## config.mk

```make
export PLATFORM = sky130hd
export DESIGN_NAME = noc_local_port_if_flat
export DESIGN_NICKNAME = d
export VERILOG_FILES = /design/src/rtl/noc_local_port_if_if.sv /design/src/rtl/noc_local_port_if.sv /design/src/flat_wrapper.sv
export SDC_FILE = /design/constraint.sdc
export NUM_CORES = 1
export LEC_CHECK = 0
export CAP_MARGIN = 20
export CORE_ASPECT_RATIO = 0.5
export CORE_UTILIZATION = 49
export CTS_CLUSTER_SIZE = 8
export DETAILED_ROUTE_END_ITERATION = 6
export GPL_TIMING_DRIVEN = 0
export PLACE_DENSITY_LB_ADDON = 0.3
export RECOVER_POWER = 25
export REMOVE_ABC_BUFFERS = 1
export SYNTH_ARGS = -nofsm -noshare
export SYNTH_HDL_FRONTEND = slang
export SYNTH_SLANG_ARGS = --single-unit
```

## constraint.sdc

```tcl
create_clock -name clk -period 2.85 [get_ports clk]
set_clock_uncertainty 0.2 [all_clocks]
set_input_delay 0.57 -clock clk [delete_from_list [all_inputs] [get_ports clk]]
set_output_delay 0.57 -clock clk [all_outputs]
set_load 0.005 [all_outputs]
```

## src/rtl/noc_local_port_if_if.sv

```systemverilog
// Local-port signal bundle between core/DMA logic and the NoC interface.
// slave: the port block itself; master: the core side driving it.
interface noc_local_port_if_if #(
    parameter int FLIT_W = 32,
    parameter int NUM_VC = 2
);
    logic [NUM_VC-1:0]        inj_valid;
    logic [NUM_VC*FLIT_W-1:0] inj_data;
    logic [NUM_VC-1:0]        inj_ready;
    logic [FLIT_W-1:0]        noc_flit_out;
    logic [NUM_VC-1:0]        noc_vc_wr_out;
    logic [NUM_VC-1:0]        noc_cred_in;
    logic [FLIT_W-1:0]        noc_flit_in;
    logic [NUM_VC-1:0]        noc_vc_wr_in;
    logic [NUM_VC-1:0]        noc_cred_out;
    logic [NUM_VC-1:0]        ej_valid;
    logic [NUM_VC*FLIT_W-1:0] ej_data;
    logic [NUM_VC-1:0]        ej_ready;
    logic                     err_cred_ovf;
    logic                     err_rx;

    modport slave (
        input  inj_valid, inj_data, noc_cred_in,
        input  noc_flit_in, noc_vc_wr_in, ej_ready,
        output inj_ready, noc_flit_out, noc_vc_wr_out,
        output noc_cred_out, ej_valid, ej_data,
        output err_cred_ovf, err_rx
    );

    modport master (
        output inj_valid, inj_data, noc_cred_in,
        output noc_flit_in, noc_vc_wr_in, ej_ready,
        input  inj_ready, noc_flit_out, noc_vc_wr_out,
        input  noc_cred_out, ej_valid, ej_data,
        input  err_cred_ovf, err_rx
    );
endinterface

```

## src/rtl/noc_local_port_if.sv

```systemverilog
// NoC local-port network interface: credit-based round-robin injection
// over NUM_VC virtual channels and per-VC fall-through ejection FIFOs.
module noc_local_port_if #(
    parameter int FLIT_W   = 32,
    parameter int NUM_VC   = 2,
    parameter int TX_CRED  = 4,
    parameter int RX_DEPTH = 4
) (
    input logic clk,
    input logic rst,
    noc_local_port_if_if.slave bus
);
    localparam int CW = $clog2(TX_CRED + 1);
    localparam int PW = (NUM_VC > 1) ? $clog2(NUM_VC) : 1;
    localparam int AW = (RX_DEPTH > 1) ? $clog2(RX_DEPTH) : 1;
    localparam int NW = $clog2(RX_DEPTH + 1);
    localparam logic [CW-1:0] CMAX = CW'(TX_CRED);
    localparam logic [NW-1:0] FULL = NW'(RX_DEPTH);
    localparam logic [AW-1:0] ALST = AW'(RX_DEPTH - 1);
    localparam logic [PW-1:0] VLST = PW'(NUM_VC - 1);

    logic [CW-1:0]     cred [NUM_VC];
    logic [PW-1:0]     rr_ptr;
    logic [PW-1:0]     gnt_idx;
    logic [NUM_VC-1:0] elig;
    logic [NUM_VC-1:0] gnt;
    logic              found;
    logic [FLIT_W-1:0] sel_flit;
    logic [FLIT_W-1:0] flit_q;
    logic [NUM_VC-1:0] vcwr_q;
    logic              ovf_q;

    logic [FLIT_W-1:0] mem [NUM_VC][RX_DEPTH];
    logic [AW-1:0]     rd_ptr [NUM_VC];
    logic [AW-1:0]     wr_ptr [NUM_VC];
    logic [NW-1:0]     cnt [NUM_VC];
    logic [NUM_VC-1:0] push;
    logic [NUM_VC-1:0] pop;
    logic [NUM_VC-1:0] drop;
    logic              wr_bad;
    logic [NUM_VC-1:0] cred_q;
    logic              rx_err_q;
    logic [NUM_VC-1:0] ej_valid_c;
    logic [NUM_VC*FLIT_W-1:0] ej_data_c;

    // Round-robin pick among VCs with a pending flit and a nonzero credit.
    always_comb begin
        int s;
        s        = 0;
        gnt      = '0;
        gnt_idx  = '0;
        found    = 1'b0;
        sel_flit = '0;
        for (int v = 0; v < NUM_VC; v++)
            elig[v] = bus.inj_valid[v] && (cred[v] != '0);
        for (int i = 0; i < NUM_VC; i++) begin
            s = int'(rr_ptr) + i;
            if (s >= NUM_VC) s = s - NUM_VC;
            if (!found && elig[PW'(s)]) begin
                found        = 1'b1;
                gnt[PW'(s)]  = 1'b1;
                gnt_idx      = PW'(s);
            end
        end
        for (int v = 0; v < NUM_VC; v++)
            if (gnt[v]) sel_flit = bus.inj_data[v*FLIT_W +: FLIT_W];
    end

    // Credit counters, RR pointer and the overflow flag.
    always_ff @(posedge clk or negedge rst) begin
        if (!rst) begin
            for (int v = 0; v < NUM_VC; v++) cred[v] <= CMAX;
            rr_ptr <= '0;
            ovf_q  <= 1'b0;
        end else begin
            if (found)
                rr_ptr <= (gnt_idx == VLST) ? '0 : gnt_idx + 1'b1;
            for (int v = 0; v < NUM_VC; v++) begin
                if (bus.noc_cred_in[v] && !gnt[v]) begin
                    if (cred[v] == CMAX) ovf_q <= 1'b1;
                    else cred[v] <= cred[v] + 1'b1;
                end else if (gnt[v] && !bus.noc_cred_in[v]) begin
                    cred[v] <= cred[v] - 1'b1;
                end
            end
        end
    end

    // Registered launch; the flit bus keeps its last value while idle.
    always_ff @(posedge clk or negedge rst) begin
        if (!rst) begin
            flit_q <= '0;
            vcwr_q <= '0;
        end else begin
            vcwr_q <= gnt;
            if (found) flit_q <= sel_flit;
        end
    end

    // Receive-side push/pop qualification and error detection.
    always_comb begin
        wr_bad = !$onehot0(bus.noc_vc_wr_in);
        for (int v = 0; v < NUM_VC; v++) begin
            pop[v]  = bus.ej_ready[v] && (cnt[v] != '0);
            push[v] = $onehot(bus.noc_vc_wr_in) && bus.noc_vc_wr_in[v]
                      && ((cnt[v] != FULL) || pop[v]);
            drop[v] = $onehot(bus.noc_vc_wr_in) && bus.noc_vc_wr_in[v]
                      && (cnt[v] == FULL) && !pop[v];
        end
    end

    // Per-VC receive FIFOs, credit-return pulses and the rx error flag.
    always_ff @(posedge clk or negedge rst) begin
        if (!rst) begin
            for (int v = 0; v < NUM_VC; v++) begin
                rd_ptr[v] <= '0;
                wr_ptr[v] <= '0;
                cnt[v]    <= '0;
                for (int d = 0; d < RX_DEPTH; d++) mem[v][d] <= '0;
            end
            cred_q   <= '0;
            rx_err_q <= 1'b0;
        end else begin
            cred_q <= pop;
            if (wr_bad || (drop != '0)) rx_err_q <= 1'b1;
            for (int v = 0; v < NUM_VC; v++) begin
                if (push[v]) begin
                    mem[v][wr_ptr[v]] <= bus.noc_flit_in;
                    wr_ptr[v] <= (wr_ptr[v] == ALST) ? '0 : wr_ptr[v] + 1'b1;
                end
                if (pop[v])
                    rd_ptr[v] <= (rd_ptr[v] == ALST) ? '0 : rd_ptr[v] + 1'b1;
                if (push[v] && !pop[v]) cnt[v] <= cnt[v] + 1'b1;
                else if (pop[v] && !push[v]) cnt[v] <= cnt[v] - 1'b1;
            end
        end
    end

    // Fall-through head of every FIFO.
    always_comb begin
        ej_valid_c = '0;
        ej_data_c  = '0;
        for (int v = 0; v < NUM_VC; v++) begin
            ej_valid_c[v] = (cnt[v] != '0);
            ej_data_c[v*FLIT_W +: FLIT_W] = mem[v][rd_ptr[v]];
        end
    end

    assign bus.inj_ready     = rst ? gnt : '0;
    assign bus.noc_flit_out  = flit_q;
    assign bus.noc_vc_wr_out = vcwr_q;
    assign bus.noc_cred_out  = cred_q;
    assign bus.ej_valid      = ej_valid_c;
    assign bus.ej_data       = ej_data_c;
    assign bus.err_cred_ovf  = ovf_q;
    assign bus.err_rx        = rx_err_q;
endmodule

```

## src/flat_wrapper.sv

```systemverilog
// flat-port wrapper written by rule: the top's interface ports become plain ports
module noc_local_port_if_flat 
#(
    parameter int FLIT_W   = 32,
    parameter int NUM_VC   = 2,
    parameter int TX_CRED  = 4,
    parameter int RX_DEPTH = 4
)
  (clk, rst, bus_inj_valid, bus_inj_data, bus_noc_cred_in, bus_noc_flit_in, bus_noc_vc_wr_in, bus_ej_ready, bus_inj_ready, bus_noc_flit_out, bus_noc_vc_wr_out, bus_noc_cred_out, bus_ej_valid, bus_ej_data, bus_err_cred_ovf, bus_err_rx);
  noc_local_port_if_if #(.FLIT_W(FLIT_W), .NUM_VC(NUM_VC)) bus_i ();
  input logic clk;
  input logic rst;
  input wire logic [$bits(bus_i.inj_valid)-1:0] bus_inj_valid;
  input wire logic [$bits(bus_i.inj_data)-1:0] bus_inj_data;
  input wire logic [$bits(bus_i.noc_cred_in)-1:0] bus_noc_cred_in;
  input wire logic [$bits(bus_i.noc_flit_in)-1:0] bus_noc_flit_in;
  input wire logic [$bits(bus_i.noc_vc_wr_in)-1:0] bus_noc_vc_wr_in;
  input wire logic [$bits(bus_i.ej_ready)-1:0] bus_ej_ready;
  output wire logic [$bits(bus_i.inj_ready)-1:0] bus_inj_ready;
  output wire logic [$bits(bus_i.noc_flit_out)-1:0] bus_noc_flit_out;
  output wire logic [$bits(bus_i.noc_vc_wr_out)-1:0] bus_noc_vc_wr_out;
  output wire logic [$bits(bus_i.noc_cred_out)-1:0] bus_noc_cred_out;
  output wire logic [$bits(bus_i.ej_valid)-1:0] bus_ej_valid;
  output wire logic [$bits(bus_i.ej_data)-1:0] bus_ej_data;
  output wire logic [$bits(bus_i.err_cred_ovf)-1:0] bus_err_cred_ovf;
  output wire logic [$bits(bus_i.err_rx)-1:0] bus_err_rx;
  assign bus_i.inj_valid = bus_inj_valid;
  assign bus_i.inj_data = bus_inj_data;
  assign bus_i.noc_cred_in = bus_noc_cred_in;
  assign bus_i.noc_flit_in = bus_noc_flit_in;
  assign bus_i.noc_vc_wr_in = bus_noc_vc_wr_in;
  assign bus_i.ej_ready = bus_ej_ready;
  assign bus_inj_ready = bus_i.inj_ready;
  assign bus_noc_flit_out = bus_i.noc_flit_out;
  assign bus_noc_vc_wr_out = bus_i.noc_vc_wr_out;
  assign bus_noc_cred_out = bus_i.noc_cred_out;
  assign bus_ej_valid = bus_i.ej_valid;
  assign bus_ej_data = bus_i.ej_data;
  assign bus_err_cred_ovf = bus_i.err_cred_ovf;
  assign bus_err_rx = bus_i.err_rx;
  noc_local_port_if #(.FLIT_W(FLIT_W), .NUM_VC(NUM_VC), .TX_CRED(TX_CRED), .RX_DEPTH(RX_DEPTH)) u_core (.clk(clk), .rst(rst), .bus(bus_i));
endmodule
```

==> out/metrics.yaml <==
run_status:
  status: "finished, violations left"
  violations: "hold timing"
routing:
  vias: 8287
  via_per_inst: 5.46
  routedWlPerCell_um: 21.3
  drc_errors: 0
  drt_iter0_drc: 384
  ant_nets: 0
  routed_wirelength_um: 32300
  dr.pass1.iters: 4
run:
  cap_violations: 0
setup_path:
  worstSetupEndpointType: "output pin"
  start_kind: "flip-flop"
  r2r_slack_ps: 140
  critPathMaxFanout: 9
  worstPathRequired_ps: 2080
  worstPathArrival_ps: 2050
  crit_type: "flip-flop to output pin"
timing:
  slew_headroom_pct: 8.31
  slew_viol_final: 0
  finalSetupViolCount: 0
  final.setup.tns_ps: 0
  fmax_mhz: 355
  whs_ps: -202
  period_share_pct: 98.9
  layout_min_cycle_time_ps: 2820
  rsz0062_at_grt: "yes"
  worst_pin_slew_ps: 1380
  finalHoldViolCount: 105
global_routing:
  grt_max_degree: 109
  grt-ovfl-total: 0
  grt_pass1_wl_um: 51200
  grt_pass1_vias: 8949
  antenna_found_initial: 1
  grt_usage_pct: 22.2
die:
  die_h_um: 124
  core-area_um2: 29000
  die_area_um2: 30300
  top_level_ports: 212
  start_util_pct: 49.9
  rows: 44
  die_w_um: 245
cells_and_area:
  n_fill_cell: 2066
  design_area_um2: 18300
  syn2layout_area_growth_pct: 26.4
  layout-drive-gt1-share_pct: 40.1
  stdcell_count: 1518
  nets: 1241
  diodes: 0
synthesis:
  synth_edf_count: 0
  synthTopCellsByArea: "dfrtp_1, mux2_4, mux4_2"
  synth-seq-area-share_pct: 54.3
  syn_inst: 904
  syn-cell-area_um2: 14500
  syn-mean-instance-area_um2: 16.0
  ys_seq_elements: 314
  synthDominantCellAreaShare_pct: 54.0
  yosysWarnings: 0
  async_reset_ff_share_pct: 100
  yosysMostFrequentCell: "dfrtp_1"
  synth_top_area_cell: "dfrtp_1"
  yosysUniqueCellTypes: 52
  yosys_most_used_dff: "dfrtp_1"
  yosys-top-cells-count: "dfrtp_1, mux2_2, mux2_4"
pwr:
  power.density_nw_per_um2: 1190
  total_power_mw: 21.8
  vdd_drop_max_mv: 0.527
  p_leak_nw: 7.99
hold_path:
  hp-class: "input pin to asynchronous set/reset pin"
clocking:
  clock_latency_ps: 530
  path_clk_slew_ps: 50
  tritoncts: "yes"
  cts-root-buf: "clkbuf_16"
  htreeDepth: 2
  cts_buffer_depth: 3
  clock_sinks: 314
  cts_buffers: 45
placement:
  dp_cells: 1438
  place_congestion: 0.703
  portBuffers: 176
  placed_area_um2: 16900
  dp_hpwl_um: 20100
cells in the final DEF, fill, tap and decap left out, types with 3 or more instances in the layout:
master,netlist,routed
dfrtp_1,312,305
mux2_2,125,125
mux2_4,120,120
clkdlybuf4s50_1,0,108
mux4_2,64,64
clkbuf_16,0,46
nand2_1,40,40
o21ai_0,35,35
nand2b_1,33,33
dlygate4sd2_1,0,30
mux2_1,19,19
clkbuf_2,0,16
clkdlybuf4s15_1,0,16
inv_1,15,15
buf_16,0,14
buf_12,0,13
ha_1,12,12
buf_4,6,12
nor2_1,10,10
clkbuf_1,24,7
buf_8,0,6
dfrtp_4,0,5
nor3_4,4,4
xnor2_1,4,4
nand3_2,4,4
xor2_1,4,4
buf_2,7,4
a21oi_1,3,3
fa_1,4,3
buf_6,21,3
repair_timing:
action,in CTS,in global routing
setup endpoints to repair,67,70
setup buffers,19,3
hold endpoints to repair,105,105
resized for setup,98,48
pin swaps,0,0
cloned,3,1
metrics by stage:
step	worst slack, ps	util (%)
floorplan	-1550	-
global placement	-11970	56.2
detailed placement	-658	58.2
CTS	-87.2	63.1
global route	-19.6	63.1
finish	30.5	63.1
logic make-up (layout without fill, tap and decap cells):
logic type	Yosys count	in the layout	synth area share (%)
mux	329	329	33.7
flops	314	314	54.3
simple gates	109	109	4.50
buf+inv	73	295	3.20
compound gates	54	54	2.20
fa+ha+maj	16	16	1.59
xor+xnor	8	8	0.484
other cells	1	2	0.0259
layout make-up:
type | instances | area [um^2] | area share, %
Inverter | 15 | 56.3 | 0.308
Tap cell | 391 | 489 | 2.67
Multi-Input combinational cell | 518 | 6180 | 33.8
Clock buffer | 52 | 1150 | 6.30
Sequential cell | 314 | 7880 | 43.1
Timing Repair Buffer | 225 | 2510 | 13.7
Clock inverter | 3 | 26.3 | 0.144
worst paths after layout:
| path | from | to | cells past startpoint |
|---|---|---|---|
| worst max-delay path | u_core.rd_ptr[0] | bus_ej_data[45] | 3 |
| worst min-delay path | rst | u_core.mem[116] | 1 |
| worst max register to register | u_core.cred[3] | u_core.cred[5] | 6 |
| worst min register to register | u_core.bus.noc_flit_out[10] | u_core.bus.noc_flit_out[10] | 2 |
| max in group asynchronous | rst | u_core.mem[203] | 2 |
| min in group clk | u_core.bus.noc_flit_out[10] | u_core.bus.noc_flit_out[10] | 2 |
registers in the layout, summed over array words and instances, names as in the netlist:
register and flops:
u_core.bus.err_cred_ovf 1, u_core.bus.err_rx 1, u_core.bus.noc_cred_out 2, u_core.bus.noc_flit_out 32
u_core.bus.noc_vc_wr_out 1, u_core.cnt 6, u_core.cred 6, u_core.mem 256
u_core.rd_ptr 4, u_core.rr_ptr 1, u_core.wr_ptr 4
worst max-delay path: stages, from the launching register on:
cell	delay (ps)
dfrtp_4	500
clkbuf_16	220
mux4_2	500
dlygate4sd2_1	300
power by group:
part | switching [mW] | leakage, nW | internal, mW
Clock | 1.81 | 0.576 | 2.80
Combinational | 3.18 | 3.63 | 5.87
Sequential | 1.44 | 3.79 | 6.72
Total | 6.43 | 7.99 | 15.4
layer usage:
metal | vias up | share of wire, % | GRT usage [%]
met5 | - | 0.040 | 0
met4 | 2 | 1.6 | 6.29
met3 | 43 | 4.0 | 4.82
met2 | 160 | 49 | 35.6
met1 | 4389 | 46 | 30.6
li1 | 3693 | - | -
Note: power is estimated with default switching activity, not from simulation.
